$ cat src/rtl/rf_wb_scheduler_if.sv
// Write-channel, hazard-query, bank-port and status bundle for rf_wb_scheduler.
// The master side drives writes and read addresses; the slave side is the scheduler.
interface rf_wb_scheduler_if #(
    parameter int WIDTH = 32
);
    logic             wv0_i;
    logic [4:0]       wa0_i;
    logic [WIDTH-1:0] wd0_i;
    logic             wv1_i;
    logic [4:0]       wa1_i;
    logic [WIDTH-1:0] wd1_i;
    logic             w_ready_o;

    logic [4:0]       ra0_i;
    logic [4:0]       ra1_i;
    logic [4:0]       ra2_i;
    logic [4:0]       ra3_i;
    logic [3:0]       rd_pending_o;

    logic             b0_we_o;
    logic [4:0]       b0_wa_o;
    logic [WIDTH-1:0] b0_wd_o;
    logic             b1_we_o;
    logic [4:0]       b1_wa_o;
    logic [WIDTH-1:0] b1_wd_o;

    logic             init_done_o;
    logic             idle_o;
    logic [15:0]      conflict_cnt_o;

    modport master (
        output wv0_i, wa0_i, wd0_i, wv1_i, wa1_i, wd1_i,
        output ra0_i, ra1_i, ra2_i, ra3_i,
        input  w_ready_o, rd_pending_o,
        input  b0_we_o, b0_wa_o, b0_wd_o, b1_we_o, b1_wa_o, b1_wd_o,
        input  init_done_o, idle_o, conflict_cnt_o
    );

    modport slave (
        input  wv0_i, wa0_i, wd0_i, wv1_i, wa1_i, wd1_i,
        input  ra0_i, ra1_i, ra2_i, ra3_i,
        output w_ready_o, rd_pending_o,
        output b0_we_o, b0_wa_o, b0_wd_o, b1_we_o, b1_wa_o, b1_wd_o,
        output init_done_o, idle_o, conflict_cnt_o
    );
endinterface

$ cat src/rtl/rf_wb_scheduler.sv
// Register-file write-back scheduler: two write channels steered into even/odd banks,
// each bank with a 2-entry in-order queue, zero-latency bypass and a post-reset clear sweep.
module rf_wb_scheduler #(
    parameter int WIDTH  = 32,
    parameter int QDEPTH = 2
) (
    input logic              clk,
    input logic              rst,
    rf_wb_scheduler_if.slave bus
);
    localparam logic [1:0] OCC_FULL = 2'(QDEPTH);

    typedef enum logic { S_INIT, S_RUN } state_t;
    typedef struct packed {
        logic [4:0]       addr;
        logic [WIDTH-1:0] data;
    } entry_t;

    state_t      state;
    logic [3:0]  clr_cnt;
    logic [15:0] conflict_q;
    logic [1:0]  occ     [2];
    entry_t      q       [2][2];

    logic        run, ready, fire0, fire1, in0, in1, conflict;
    entry_t      ent     [2][3];
    logic [1:0]  n_ent   [2];
    logic [1:0]  occ_nxt [2];
    logic        issue   [2];
    logic [4:0]  ra      [4];

    assign ra = '{bus.ra0_i, bus.ra1_i, bus.ra2_i, bus.ra3_i};

    // Candidates per bank, oldest first: stored entries, then channel 0, then channel 1.
    always_comb begin
        // NOTE: combinational blocks use blocking '=' and give every output a default first,
        // so no path leaves a value held and no latch is inferred.
        run      = (state == S_RUN) && !rst;
        ready    = run && (occ[0] < OCC_FULL) && (occ[1] < OCC_FULL);
        fire0    = bus.wv0_i && ready;
        fire1    = bus.wv1_i && ready;
        in0      = fire0 && (bus.wa0_i != 5'd0);
        in1      = fire1 && (bus.wa1_i != 5'd0);
        conflict = in0 && in1 && (bus.wa0_i[0] == bus.wa1_i[0]);
        ent      = '{default: '0};
        n_ent    = '{default: '0};
        occ_nxt  = '{default: '0};
        issue    = '{default: 1'b0};
        for (int b = 0; b < 2; b++) begin
            for (int i = 0; i < 2; i++) begin
                if (2'(i) < occ[b]) begin
                    ent[b][n_ent[b]] = q[b][i];
                    n_ent[b]         = n_ent[b] + 2'd1;
                end
            end
            if (in0 && (bus.wa0_i[0] == 1'(b))) begin
                ent[b][n_ent[b]] = '{addr: bus.wa0_i, data: bus.wd0_i};
                n_ent[b]         = n_ent[b] + 2'd1;
            end
            if (in1 && (bus.wa1_i[0] == 1'(b))) begin
                ent[b][n_ent[b]] = '{addr: bus.wa1_i, data: bus.wd1_i};
                n_ent[b]         = n_ent[b] + 2'd1;
            end
            issue[b]   = run && (n_ent[b] != 2'd0);
            occ_nxt[b] = issue[b] ? n_ent[b] - 2'd1 : n_ent[b];
        end
    end

    always_comb begin
        bus.w_ready_o      = ready;
        bus.init_done_o    = run;
        bus.idle_o         = run && (occ[0] == 2'd0) && (occ[1] == 2'd0) && !issue[0] && !issue[1];
        bus.conflict_cnt_o = rst ? 16'd0 : conflict_q;
        bus.b0_we_o = 1'b0;
        bus.b0_wa_o = '0;
        bus.b0_wd_o = '0;
        bus.b1_we_o = 1'b0;
        bus.b1_wa_o = '0;
        bus.b1_wd_o = '0;
        if (!rst && state == S_INIT) begin
            bus.b0_we_o = 1'b1;
            bus.b0_wa_o = {clr_cnt, 1'b0};
            bus.b1_we_o = 1'b1;
            bus.b1_wa_o = {clr_cnt, 1'b1};
        end else begin
            if (issue[0]) begin
                bus.b0_we_o = 1'b1;
                bus.b0_wa_o = ent[0][0].addr;
                bus.b0_wd_o = ent[0][0].data;
            end
            if (issue[1]) begin
                bus.b1_we_o = 1'b1;
                bus.b1_wa_o = ent[1][0].addr;
                bus.b1_wd_o = ent[1][0].data;
            end
        end
    end

    // Hazard lookup sees only the registered queue, never this cycle's fired writes.
    always_comb begin
        bus.rd_pending_o = '0;
        for (int i = 0; i < 4; i++) begin
            for (int b = 0; b < 2; b++) begin
                for (int j = 0; j < 2; j++) begin
                    if (!rst && ra[i] != 5'd0 && 2'(j) < occ[b] && q[b][j].addr == ra[i])
                        bus.rd_pending_o[i] = 1'b1;
                end
            end
        end
    end

    always_ff @(posedge clk) begin
        if (rst) begin
            state      <= S_INIT;
            clr_cnt    <= 4'd0;
            conflict_q <= 16'd0;
            occ        <= '{default: 2'd0};
        end else begin
            case (state)
                S_INIT: begin
                    clr_cnt <= clr_cnt + 4'd1;
                    if (clr_cnt == 4'd15) state <= S_RUN;
                end
                default: begin
                    occ <= occ_nxt;
                    if (conflict && conflict_q != 16'hFFFF) conflict_q <= conflict_q + 16'd1;
                end
            endcase
        end
    end

    // NOTE: queue payload has no reset; occ alone marks which slots are valid.
    always_ff @(posedge clk) begin
        for (int b = 0; b < 2; b++) begin
            q[b][0] <= ent[b][1];
            q[b][1] <= ent[b][2];
        end
    end
endmodule

$ cat src/flat_wrapper.sv
// flat-port wrapper written by rule: the top's interface ports become plain ports
module rf_wb_scheduler_flat 
#(
    parameter int WIDTH  = 32,
    parameter int QDEPTH = 2
)
  (clk, rst, bus_wv0_i, bus_wa0_i, bus_wd0_i, bus_wv1_i, bus_wa1_i, bus_wd1_i, bus_ra0_i, bus_ra1_i, bus_ra2_i, bus_ra3_i, bus_w_ready_o, bus_rd_pending_o, bus_b0_we_o, bus_b0_wa_o, bus_b0_wd_o, bus_b1_we_o, bus_b1_wa_o, bus_b1_wd_o, bus_init_done_o, bus_idle_o, bus_conflict_cnt_o);
  rf_wb_scheduler_if #(.WIDTH(WIDTH)) bus_i ();
  input logic clk;
  input logic rst;
  input wire logic [$bits(bus_i.wv0_i)-1:0] bus_wv0_i;
  input wire logic [$bits(bus_i.wa0_i)-1:0] bus_wa0_i;
  input wire logic [$bits(bus_i.wd0_i)-1:0] bus_wd0_i;
  input wire logic [$bits(bus_i.wv1_i)-1:0] bus_wv1_i;
  input wire logic [$bits(bus_i.wa1_i)-1:0] bus_wa1_i;
  input wire logic [$bits(bus_i.wd1_i)-1:0] bus_wd1_i;
  input wire logic [$bits(bus_i.ra0_i)-1:0] bus_ra0_i;
  input wire logic [$bits(bus_i.ra1_i)-1:0] bus_ra1_i;
  input wire logic [$bits(bus_i.ra2_i)-1:0] bus_ra2_i;
  input wire logic [$bits(bus_i.ra3_i)-1:0] bus_ra3_i;
  output wire logic [$bits(bus_i.w_ready_o)-1:0] bus_w_ready_o;
  output wire logic [$bits(bus_i.rd_pending_o)-1:0] bus_rd_pending_o;
  output wire logic [$bits(bus_i.b0_we_o)-1:0] bus_b0_we_o;
  output wire logic [$bits(bus_i.b0_wa_o)-1:0] bus_b0_wa_o;
  output wire logic [$bits(bus_i.b0_wd_o)-1:0] bus_b0_wd_o;
  output wire logic [$bits(bus_i.b1_we_o)-1:0] bus_b1_we_o;
  output wire logic [$bits(bus_i.b1_wa_o)-1:0] bus_b1_wa_o;
  output wire logic [$bits(bus_i.b1_wd_o)-1:0] bus_b1_wd_o;
  output wire logic [$bits(bus_i.init_done_o)-1:0] bus_init_done_o;
  output wire logic [$bits(bus_i.idle_o)-1:0] bus_idle_o;
  output wire logic [$bits(bus_i.conflict_cnt_o)-1:0] bus_conflict_cnt_o;
  assign bus_i.wv0_i = bus_wv0_i;
  assign bus_i.wa0_i = bus_wa0_i;
  assign bus_i.wd0_i = bus_wd0_i;
  assign bus_i.wv1_i = bus_wv1_i;
  assign bus_i.wa1_i = bus_wa1_i;
  assign bus_i.wd1_i = bus_wd1_i;
  assign bus_i.ra0_i = bus_ra0_i;
  assign bus_i.ra1_i = bus_ra1_i;
  assign bus_i.ra2_i = bus_ra2_i;
  assign bus_i.ra3_i = bus_ra3_i;
  assign bus_w_ready_o = bus_i.w_ready_o;
  assign bus_rd_pending_o = bus_i.rd_pending_o;
  assign bus_b0_we_o = bus_i.b0_we_o;
  assign bus_b0_wa_o = bus_i.b0_wa_o;
  assign bus_b0_wd_o = bus_i.b0_wd_o;
  assign bus_b1_we_o = bus_i.b1_we_o;
  assign bus_b1_wa_o = bus_i.b1_wa_o;
  assign bus_b1_wd_o = bus_i.b1_wd_o;
  assign bus_init_done_o = bus_i.init_done_o;
  assign bus_idle_o = bus_i.idle_o;
  assign bus_conflict_cnt_o = bus_i.conflict_cnt_o;
  rf_wb_scheduler #(.WIDTH(WIDTH), .QDEPTH(QDEPTH)) u_core (.clk(clk), .rst(rst), .bus(bus_i));
endmodule
$ cat config.mk
export PLATFORM = sky130hd
export DESIGN_NAME = rf_wb_scheduler_flat
export DESIGN_NICKNAME = d
export VERILOG_FILES = /design/src/rtl/rf_wb_scheduler_if.sv /design/src/rtl/rf_wb_scheduler.sv /design/src/flat_wrapper.sv
export SDC_FILE = /design/constraint.sdc
export NUM_CORES = 1
export LEC_CHECK = 0
export ABC_CLOCK_PERIOD_IN_PS = 4400
export CORE_MARGIN = 4
export CORE_UTILIZATION = 45
export DETAILED_ROUTE_END_ITERATION = 10
export DONT_BUFFER_PORTS = 1
export PLACE_DENSITY = 0.63
export SLEW_MARGIN = 40
export SYNTH_ARGS = -nofsm -noshare
export SYNTH_HDL_FRONTEND = slang
export SYNTH_SLANG_ARGS = --single-unit
$ cat constraint.sdc
create_clock -name clk -period 4.4 [get_ports clk]
set_clock_uncertainty 0.15 [all_clocks]
set_input_delay 0.22 -clock clk [delete_from_list [all_inputs] [get_ports clk]]
set_output_delay 0.22 -clock clk [all_outputs]
set_load 0.005 [all_outputs]
==> results.txt <==
Final Cell Area -> 11200 sq um
Min Hold Slack -> 107 ps
LEAKAGE -> 4.58 nW
Mapped Area -> 9430 sq um
Final GP Congestion -> 0.850
Setup slack, reg-to-reg -> 1020 ps
Core area -> 20400 sq um
Fin Setup TNS -> 0 ps
Hold Path Class -> in -> reg
Post-synthesis sequential area ratio -> 36.7%
Prevailing post-synth register cell -> dfxtp_1
Routed vias -> 8971
Post-synth EDFFs -> 0
Post-layout min period -> 4170 ps
Syn Nets -> 1258
Fin nets -> 1288
Synth async-reset ratio -> 0%
DRT iter0 DRCs -> 775
Pin count of the biggest net entering global routing -> 83
Die height -> 153 um
Main combinational cell family by area after synthesis -> compound AO/OA/AOI/OAI gates
Total Die Area -> 23300 sq um
Clk_lat worst skew -> 430 ps
Synth Area in XOR/XNOR -> 8.14%
Final setup vio count -> 0
Routed Antenna Nets -> 0
CTS sink cnt -> 173
Synth top area cells -> dfxtp_1 37%, a22o_1 5.6%, nand2_1 4.9%
Residual DRC count -> 0
Dpl hpwl -> 19100 um
Dpl cells -> 1324
FMAX -> 240 MHz
Clk buf depth -> 2
Critical path type -> reg -> out
Routed len/inst -> 21.5 um
Worst Tran Pin Value -> 782 ps
Vias/cell -> 6.11
Overflow after GRT -> 0
Synth Area in Compound Gates -> 25.0%
CTS tree -> built
Status -> complete, no violations
Final hold vios -> 0
Synth top area share -> 36.7%
P per Cell Area -> 284 nW/um^2
Synth Instances -> 1154
RSZ-0062 raised after global routing -> false
Pwr Total -> 3.18 mW
Starting Density -> 46.1%
Count of input and output buffers -> 0
Post-Route WL -> 31500 um
Final worst path period share -> 94.7%
Slew HR -> 47.9%
Max-slew violations -> 0
Synth-to-Final Area Change -> 18.8%
Max-capacitance violation count -> 0
Max IR drop VDD -> 0.000234 V
Mean post-synth cell area -> 8.17 sq um
I/O pin cnt -> 197
Total Routing Usage GR -> 26.3%
Row Count -> 52
CP Capture Type -> output pin
Worst slack at placement -> 510 ps
Mux contribution to synthesized area -> 1.42%
Number of CTS-inserted buffers -> 17
Worst Path Arrival -> 3800 ps
Simple-Gate Fraction of Synth Area -> 22.0%
Crit path launch type -> register
Yosys warns -> 0
Post-route setup slack -> 235 ps
Post-CTS setup buffers -> 0
Fraction of layout cells with a size suffix above 1 -> 7.27%
Synth area leader -> dfxtp_1
Clock slew at reported path FFs -> 80 ps
First drt pass iteration count -> 7
Placed cell area -> 9490 sq um
Adder-cell share of the synthesized area -> 0.796%
Root Buffer -> clkbuf_16
Worst EP required -> 4030 ps
Fin cells -> 1468
Yosys cell types -> 53
Antenna violations before repair -> 0
Vias in the first global route -> 8681
Final Util -> 54.8%
CP Max Fanout -> 22
Chip width -> 153 um
#FFs+latches synth -> 173
First-pass GRT wire length -> 49800 um
CTS HTree Levels -> 4
report_power, final:
part	internal, mW	switching, mW	leakage (nW)
registers	1.57	0.00446	1.40
logic	0.0807	0.0563	2.92
clock network	0.756	0.716	0.268
total	2.40	0.777	4.58
critical path, stage by stage, from the launching register on:
cell and delay (ps):
dfxtp_2 330, or4b_4 620, nor3_4 270, xnor2_1 150, buf_4 160, ha_1 220
nand2_1 60, o31ai_1 80, ha_1 320, nor2_1 250, o31ai_4 210, buf_4 280
o31ai_1 400
cells by family after synthesis:
logic type | count (synthesis)
AO/OA/AOI/OAI | 325
XOR/XNOR | 86
adder cells (fa/ha/maj) | 6
buffers and inverters | 135
flip-flops | 173
multiplexers | 12
other | 1
AND/OR/NAND/NOR | 416
final cells by class:
class	count	area, sq um
antenna	1	2.50
clock inverter	14	145
fill	1888	9230
sequential	173	3470
inverter	9	33.8
timing repair buffer	137	1320
multi-input combinational	846	5460
clock buffer	18	429
tap	270	338
routing by layer:
layer / track usage [%] / up-vias / wire (um)
li1: - / 4202 / -
met3: 7.24 / 35 / 2910
met2: 42.4 / 452 / 14700
met5: 0 / - / 0
met1: 34.9 / 4282 / 13500
met4: 7.21 / 0 / 469
placed cells by master, fill, tap and decap left out, types with 9 or more instances in the layout:
cell / n
xor2_1: 46
buf_4: 24
o21ai_0: 50
mux2_2: 11
nor4_1: 16
nand2_1: 123
a221o_1: 9
and3_1: 47
nor2b_1: 22
dfxtp_1: 170
a22o_1: 60
dlygate4sd3_1: 110
inv_1: 9
nand3_1: 13
a21oi_1: 67
a22oi_1: 36
clkbuf_16: 17
and2_1: 42
nor3_1: 20
nor2_1: 93
a221oi_1: 15
a21o_1: 33
a222oi_1: 32
xnor2_1: 39
sequential cells by signal (all words and copies together) (netlist names):
| signal | flops |
|---|---|
| u_core.conflict_q | 16 |
| u_core.occ | 4 |
| u_core.state | 1 |
| u_core.q | 148 |
| u_core.clr_cnt | 4 |
worst paths after layout:
path,cells past startpoint,from,endpoint
max,12,u_core.occ[3]$_SDFFE_PP0P_,bus_b0_wd_o[2]
min,3,bus_wa1_i[0],u_core.q[0][26]$_DFF_P_
max reg2reg,11,u_core.occ[3]$_SDFFE_PP0P_,u_core.occ[2]$_SDFFE_PP0P_
min reg2reg,2,u_core.q[1][31]$_DFF_P_,u_core.q[1][68]$_DFF_P_
synthesized netlist by cell type, types with 11 or more instances:
| master | count |
|---|---|
| and2_1 | 42 |
| clkbuf_1 | 95 |
| nor2_1 | 93 |
| a22oi_1 | 36 |
| o21ai_0 | 50 |
| nand2_1 | 123 |
| and3_1 | 47 |
| a22o_1 | 60 |
| a21oi_1 | 67 |
| a221oi_1 | 15 |
| buf_1 | 15 |
| buf_2 | 12 |
| a222oi_1 | 32 |
| xor2_1 | 46 |
| nor3_1 | 23 |
| xnor2_1 | 39 |
| mux2_2 | 11 |
| nor2b_1 | 22 |
| nor4_1 | 16 |
| a21o_1 | 33 |
| dfxtp_1 | 173 |
| nand3_1 | 13 |
timing repair:
action,in CTS,in global routing
gates resized for setup,0,2
endpoints found under the setup margin,0,36
hold buffers,111,0
endpoints found under the hold margin,167,0
(Power assumes the default switching activity.)
